$ cat config.mk
export PLATFORM = sky130hd
export DESIGN_NAME = parity_rr_arbiter
export DESIGN_NICKNAME = d
export VERILOG_FILES = /design/src/rtl/parity_rr_arbiter.sv
export SDC_FILE = /design/constraint.sdc
export NUM_CORES = 1
export LEC_CHECK = 0
export ABC_AREA = 1
export BUFFER_PORTS_ARGS = -buffer_cell sky130_fd_sc_hd__buf_2
export CAP_MARGIN = 25
export CORE_MARGIN = 3
export CORE_UTILIZATION = 44
export CTS_BUF_LIST = sky130_fd_sc_hd__clkbuf_16
export CTS_CLUSTER_DIAMETER = 200
export DETAILED_ROUTE_END_ITERATION = 6
export PLACE_DENSITY = 0.77
export SYNTH_ARGS = -nofsm -noshare
export SYNTH_HDL_FRONTEND = slang
export SYNTH_SLANG_ARGS = --single-unit
$ cat constraint.sdc
create_clock -name clk -period 2.1 [get_ports clk]
set_input_delay 0 -clock clk [delete_from_list [all_inputs] [get_ports clk]]
set_output_delay 0 -clock clk [all_outputs]
set_load 0.01 [all_outputs]
$ cat src/rtl/parity_rr_arbiter.sv
// Round-robin arbiter that shares one parity-check datapath among NUM_REQ FIFOs.
// One beat per cycle is popped from the selected FIFO and registered, with its
// source index, into a single-entry output slot. An owner may keep the slot for
// up to MAX_BURST consecutive beats before ownership rotates.
module parity_rr_arbiter #(
    parameter int NUM_REQ    = 4,
    parameter int DATA_WIDTH = 9,
    parameter int MAX_BURST  = 4,
    localparam int IDW       = $clog2(NUM_REQ)
) (
    input  logic                          clk,
    input  logic                          rst,
    input  logic [NUM_REQ-1:0]            req_valid_i,
    input  logic [NUM_REQ*DATA_WIDTH-1:0] req_data_i,
    output logic [NUM_REQ-1:0]            req_grant_o,
    output logic                          out_valid_o,
    output logic [DATA_WIDTH-1:0]         out_data_o,
    output logic [IDW-1:0]                out_id_o,
    input  logic                          out_grant_i,
    output logic                          busy_o
);

    localparam int CW = $clog2(MAX_BURST + 1);

    typedef enum logic {
        IDLE  = 1'b0,
        BURST = 1'b1
    } state_t;

    state_t                state_reg;
    logic [IDW-1:0]        rr_ptr_reg;
    logic [IDW-1:0]        owner_reg;
    logic [CW-1:0]         beat_cnt_reg;
    logic                  out_valid_reg;
    logic [DATA_WIDTH-1:0] out_data_reg;
    logic [IDW-1:0]        out_id_reg;

    logic                  slot_free;
    logic                  keep_owner;
    logic                  do_grant;
    logic                  beat_last;
    logic [IDW-1:0]        scan_start;
    logic                  arb_found;
    logic [IDW-1:0]        arb_idx;
    logic [IDW-1:0]        grant_idx;
    int                    cand;
    logic [DATA_WIDTH-1:0] sel_data;
    logic [DATA_WIDTH-1:0] data_lane [NUM_REQ];

    // Next index with wrap at NUM_REQ-1 (works for non-power-of-two NUM_REQ).
    function automatic logic [IDW-1:0] wrap_inc(input logic [IDW-1:0] idx);
        if (int'(idx) == NUM_REQ - 1) begin
            return '0;
        end
        return idx + IDW'(1);
    endfunction

    // Split the flat data bus into one lane per requester and build grant bits.
    genvar gi;
    generate
        for (gi = 0; gi < NUM_REQ; gi++) begin : g_lane
            assign data_lane[gi]   = req_data_i[gi*DATA_WIDTH +: DATA_WIDTH];
            assign req_grant_o[gi] = do_grant && (grant_idx == IDW'(gi));
        end
    endgenerate

    // Rotating priority scan: first valid requester at or after scan_start.
    // A releasing owner scans from the index after itself so the hand-off costs no cycle.
    always_comb begin
        scan_start = (state_reg == BURST) ? wrap_inc(owner_reg) : rr_ptr_reg;
        arb_found  = 1'b0;
        arb_idx    = '0;
        cand       = 0;
        // Walk from the farthest offset down so the nearest valid index wins.
        for (int k = NUM_REQ - 1; k >= 0; k--) begin
            cand = int'(scan_start) + k;
            if (cand >= NUM_REQ) begin
                cand = cand - NUM_REQ;
            end
            if (req_valid_i[cand]) begin
                arb_found = 1'b1;
                arb_idx   = IDW'(cand);
            end
        end
    end

    // Grant decision: the current owner wins while it has data, otherwise the scan result.
    // Grants are held off during reset so nothing is popped that would be dropped.
    always_comb begin
        slot_free  = !out_valid_reg || out_grant_i;
        keep_owner = (state_reg == BURST) && req_valid_i[owner_reg];
        do_grant   = !rst && slot_free && (keep_owner || arb_found);
        grant_idx  = keep_owner ? owner_reg : arb_idx;
        sel_data   = data_lane[grant_idx];
        beat_last  = (int'(beat_cnt_reg) + 1 == MAX_BURST);
    end

    // Ownership FSM: tracks owner, burst length and the round-robin pointer.
    always_ff @(posedge clk or posedge rst) begin
        if (rst) begin
            state_reg    <= IDLE;
            rr_ptr_reg   <= '0;
            owner_reg    <= '0;
            beat_cnt_reg <= '0;
        end else if (do_grant) begin
            if (keep_owner) begin
                if (beat_last) begin
                    state_reg    <= IDLE;
                    rr_ptr_reg   <= wrap_inc(owner_reg);
                    beat_cnt_reg <= '0;
                end else begin
                    beat_cnt_reg <= beat_cnt_reg + CW'(1);
                end
            end else begin
                owner_reg <= arb_idx;
                if (MAX_BURST == 1) begin
                    state_reg    <= IDLE;
                    rr_ptr_reg   <= wrap_inc(arb_idx);
                    beat_cnt_reg <= '0;
                end else begin
                    state_reg    <= BURST;
                    beat_cnt_reg <= CW'(1);
                end
            end
        end else if (state_reg == BURST && slot_free) begin
            // Owner ran dry and nobody else is waiting: give up ownership.
            state_reg    <= IDLE;
            rr_ptr_reg   <= wrap_inc(owner_reg);
            beat_cnt_reg <= '0;
        end
    end

    // Output slot: load on a transfer, drain on checker accept, hold otherwise.
    always_ff @(posedge clk or posedge rst) begin
        if (rst) begin
            out_valid_reg <= 1'b0;
            out_data_reg  <= '0;
            out_id_reg    <= '0;
        end else if (do_grant) begin
            out_valid_reg <= 1'b1;
            out_data_reg  <= sel_data;
            out_id_reg    <= grant_idx;
        end else if (out_grant_i) begin
            out_valid_reg <= 1'b0;
        end
    end

    assign out_valid_o = out_valid_reg;
    assign out_data_o  = out_data_reg;
    assign out_id_o    = out_id_reg;
    assign busy_o      = (state_reg == BURST) || out_valid_reg;

endmodule

; ---- After elaboration in Yosys (flattened, before gate mapping)
; Index checks and enable logic that the tools add are counted.
[op_classes]
bitwise_logic = 1
muxes = 55
magnitude_cmp = 10
add_sub_neg = 10
mul = 0
n_reduce_logical = 18
div_mod_pow = 0
eq_ne = 8
n_shift = 0
[ops]
columns = op, n
row1 = less-than comparator 32 x 4 -> 1 bit (second input constant), 4
row2 = 2-to-1 mux 32 bit, 4
row3 = 2-to-1 mux 2 bit, 14
row4 = 2-to-1 mux 1 bit, 25
row5 = binary-select mux 9 bit (select 2 bit), 1
row6 = 2-to-1 mux 9 bit, 2
row7 = greater-or-equal comparator 3 bit (second input constant), 4
row8 = 2-to-1 mux 3 bit, 4
row9 = subtractor 3 x 3 -> 4 bit (second input constant), 3
row10 = binary-select mux 1 bit (select 2 bit), 5
row11 = logical AND 1 bit, 8
row12 = adder 2 x 2 -> 3 bit (second input constant), 2
row13 = adder 3 x 1 -> 4 bit (second input constant), 1
row14 = == test 2 x 1 -> 1 bit (second input constant), 2
row15 = == test 2 bit (second input constant), 2
row16 = == test 4 x 3 -> 1 bit (second input constant), 1
row17 = nonzero test 2 bit, 2
row18 = subtractor 2 x 3 -> 4 bit (second input constant), 1
row19 = adder 2 x 1 -> 3 bit (second input constant), 1
row20 = adder 3 x 1 -> 3 bit (second input constant), 1
row21 = greater-or-equal comparator 2 x 3 -> 1 bit (second input constant), 1
row22 = logical OR 1 bit, 3
row23 = less-than comparator 2 x 3 -> 1 bit (second input constant), 1
row24 = inequality test 3 x 2 -> 1 bit (second input constant), 1
row25 = other kinds (8), 9
[word_totals]
in_bits = 43
out_inout_bits = 17
rom_bits = 0
ram_bits = 0
regBits = 18
n_memories = 0
latchBits = 0

; ---- Depth between registers and ports, before layout
[logic_depth]
depth_word = 21
depth_mapped = 19
ltp_nobuf = 18

; ---- Worst setup path after synthesis
; OpenSTA, ideal clock, no wires.
[synth_timing]
path_type = register to register
startpoint = register, netlist name out_id_o[0]
endpoint = register out_data_reg[7] (netlist: out_data_o[7])
required_time_ns = 1.983
path_buffers = 2
arrival_ns = 2.039
path_stages_with_launch = 20
path_slack_ns = -0.056
setup_ns = 0.117
cell_sequence = dfrtp_1 > ha_1 > nor2_1 > nand2_2 > nand2_4 > nand2_1 > nand2_1 > nand2_1 > nand3_1 > nand2_1 > nand2_1 > nand3_2 > buf_6 > buf_6 > nand3_1 > nand2_1 > nand2_1 > nand2_1 > nand2_1 > nand2_1
[synth_rtl]
columns = element, line_no
row1 = to (signal assigned), 141  ; out_data_reg <= sel_data;
row2 = to (decl), 35  ; logic [DATA_WIDTH-1:0] out_data_reg;

==> key figures <==
Clocking
  • CTS clk-pin slew, worst paths: around 50 ps
  • Clock root buffer: clkbuf_16
  • Num Clock Sinks: 18
  • CTS H-Tree Depth: 1
  • CTS max path bufs: 2
  • Worst-Skew Late Latency: between 200 and 300 ps
  • TritonCTS clock tree: yes
  • Num CTS Buffers: 3

Final layout
  • # nets final: 376
  • Final std cells w/o fill: around 370
  • Share of layout cells above drive strength 1: about two fifths
  • N_diodes: 0
  • Final Util: about 73%
  • Max FFs per register: 9
  • Area growth syn-to-layout: 53.84%

Logic synthesis
  • Area contributors post-synth: nand2_1 33%, dfrtp_1 30%, nand3_1 12%, inv_1 4.1%, o21ai_0 3.0%
  • Mapped Cells: 250
  • Yosys reg bits: 18
  • Synthesized area: around 0.0015 sq mm
  • Post-Synthesis Net Count: about 300
  • Syn Area/Cell: between 5 and 6 sq um
  • Post-synthesis sequential area ratio: 30.38%
  • Ys Warns: 0
  • Top cell type's share of synthesized area: 33.16%
  • Yosys cell types: 24
  • Synth area leader: nand2_1

Critical path
  • CP Class: reg2out
  • Slowest stage delay, CP: about 420 ps
  • Arrival time at the worst endpoint: between 2000 and 2500 ps
  • Setup crit end kind: primary output
  • Most common cell on crit path: nand2_2
  • CP max FO: 7
  • Slowest CP cell: dfrtp_2
  • Critical path, cell by cell: ha_4, nor2_4, nand2_4, nand2_8, nand2_1, nand2_2, nand2_2, buf_4, nand2_1, nand3_1, nand2_1, nand2_2, buf_6, nand2_2, a21oi_1, buf_2
  • Setup crit start kind: flop
  • Worst Path Required: roughly 2100 ps

Placed design
  • Post-DP HPWL: between 3000 and 4000 microns
  • Post-Place Cells: 360
  • Buffers on Ports: ~60
  • Worst slack, placed: -69.56 ps
  • GPL Wtd Cong: 0.9309

Route
  • First drt pass iteration count: 4
  • Top Metal Used: met4
  • DR vias: around 1900
  • Met2 WL: between 2000 and 2500 microns
  • Routed wl met3: between 200 and 250 microns
  • Initial DRC Count: 82
  • Via density per instance: between 5 and 6
  • Antenna-violating nets left: 0
  • DRC errors left: 0
  • Wire per inst: roughly 13 microns
  • Metal-1 WL: 1975 microns
  • Total wire length: about 4800 microns

STA
  • Fmax: around 430 MHz
  • Worst Skew: ~1.8 ps
  • PnR worst setup slack: -225.6 ps
  • Final min period: around 2300 ps
  • Final Cycle Share: 110.7%
  • Final Hold Viols: 0
  • Pins Over Slew Limit: 0
  • Worst-Margin Slew: 444.7 ps
  • Final Setup Violations: 14
  • RSZ-0062 raised after global routing: yes
  • Post-Route Setup TNS: -1403 ps
  • Slew headroom: between 60 and 70%

Job
  • Max Cap Viol: 0

Floorplan
  • Die height: roughly 64 microns
  • I/O pins: 60
  • Initial Utilization: approximately 47%
  • Chip width: about 64 microns
  • Row cnt: 20
  • CORE AREA: 0.003128 sq mm
  • Die Area: 0.004102 sq mm

Global routing
  • Vias in the first global route: roughly 1700
  • Largest net degree at the start of global routing: 19
  • First-pass GRT wire length: 7534 microns
  • Tot GR Track Use: ~23%
  • Initial antenna violation count: 0
  • Grt total ovfl: 0

Outcome
  • Result of the run: complete, but fails checks
  • Failing checks: setup timing

Worst hold path
  • Type of the tightest min-delay check: in2reg
-- logic make-up after synthesis --
logic type | count (synthesis) | synth area share (%)
AND/OR/NAND/NOR | 183 | 51.81
buffers and inverters | 29 | 8.860
flip-flops | 18 | 30.38
AO/OA/AOI/OAI | 16 | 5.823
adder cells (fa/ha/maj) | 3 | 2.532
XOR/XNOR | 1 | 0.5908
-- area by class of cell --
| cell class | instances | area, sq um |
|---|---|---|
| fill | 260 | 847.1 |
| clock buffer | 3 | 75.07 |
| timing repair buffer | 84 | 550.5 |
| sequential | 18 | 452.9 |
| multi-input combinational | 203 | 1067 |
| clock inverter | 1 | 3.754 |
| tap | 44 | 55.05 |
| inverter | 20 | 76.32 |
-- metal layers --
metal	vias up	global-route usage (%)
met5	-	0
met1	904	30.45
li1	948	-
met2	69	37.68
met4	0	9.704
met3	13	1.230
-- cells in the final DEF, fill, tap and decap left out --
cell type and count:
nand2_1 117, buf_2 59, nand3_1 27, buf_4 17, dfrtp_1 16, inv_1 15
nand2_2 11, nand3_2 10, nand2_4 6, o21ai_1 6, nor2_1 5, o21ai_0 5
inv_2 4, clkbuf_16 4, buf_6 4, nor2_2 2, ha_1 2, dfrtp_2 2
nor2_4 1, nand2_8 1, nand3_4 1, or2_1 1, o21ai_4 1, a21oi_2 1
clkinv_2 1, xor2_1 1, o311ai_0 1, nor3_2 1, a21oi_1 1, o31ai_1 1
ha_4 1, clkinv_1 1, buf_16 1, dlygate4sd3_1 1, buf_12 1
-- critical path, delay by kind of cell (launching register included) --
family                   cells  cell delay (ps)
adder cells (fa/ha/maj)      1              180
AND/OR/NAND/NOR             11             1030
flip-flops                   1              420
buffers and inverters        3              420
AO/OA/AOI/OAI                1               40
-- cells in the mapped netlist (all sizes together) --
master,instances
nand2,135
nand3,38
inv,19
dfrtp,18
o21ai,12
nor2,8
buf,7
ha,3
a21oi,2
clkbuf,2
clkinv,1
nor3,1
o311ai,1
o31ai,1
or2,1
xor2,1
-- repair_timing --
action / in CTS / in global routing
setup buffers: 2 / 4
endpoints found under the hold margin: 18 / 0
setup endpoints to repair: 14 / 19
pin swaps: 10 / 8
resized for setup: 31 / 20
hold buffers: 1 / 0
cloned: 1 / 1
-- worst paths after layout --
path | slack, ps | start | end | cells past startpoint
max | -230 | out_id_o[0] | req_grant_o[2] | 16
min | 80 | out_grant_i | out_valid_o | 4
max reg2reg | -110 | out_id_o[0] | out_data_o[7] | 18
min reg2reg | 470 | out_data_o[4] | out_data_o[4] | 2
max in group asynchronous | 1510 | rst | state_reg | 4
min in group asynchronous | 380 | rst | beat_cnt_reg[1] | 4
-- through the flow --
stage          cell area, sq um  hold slack (ps)
6_report                   2281            81.03
5_1_grt                    2281            117.0
4_1_cts                    2165            95.24
3_5_place_dp               1913            99.07
3_3_place_gp               1913            93.84
2_1_floorplan              1486           -45.56
Power is left out: the tool's default activity adds up to more than one toggle a clock period on the data nets, which glitch-free logic cannot reach.
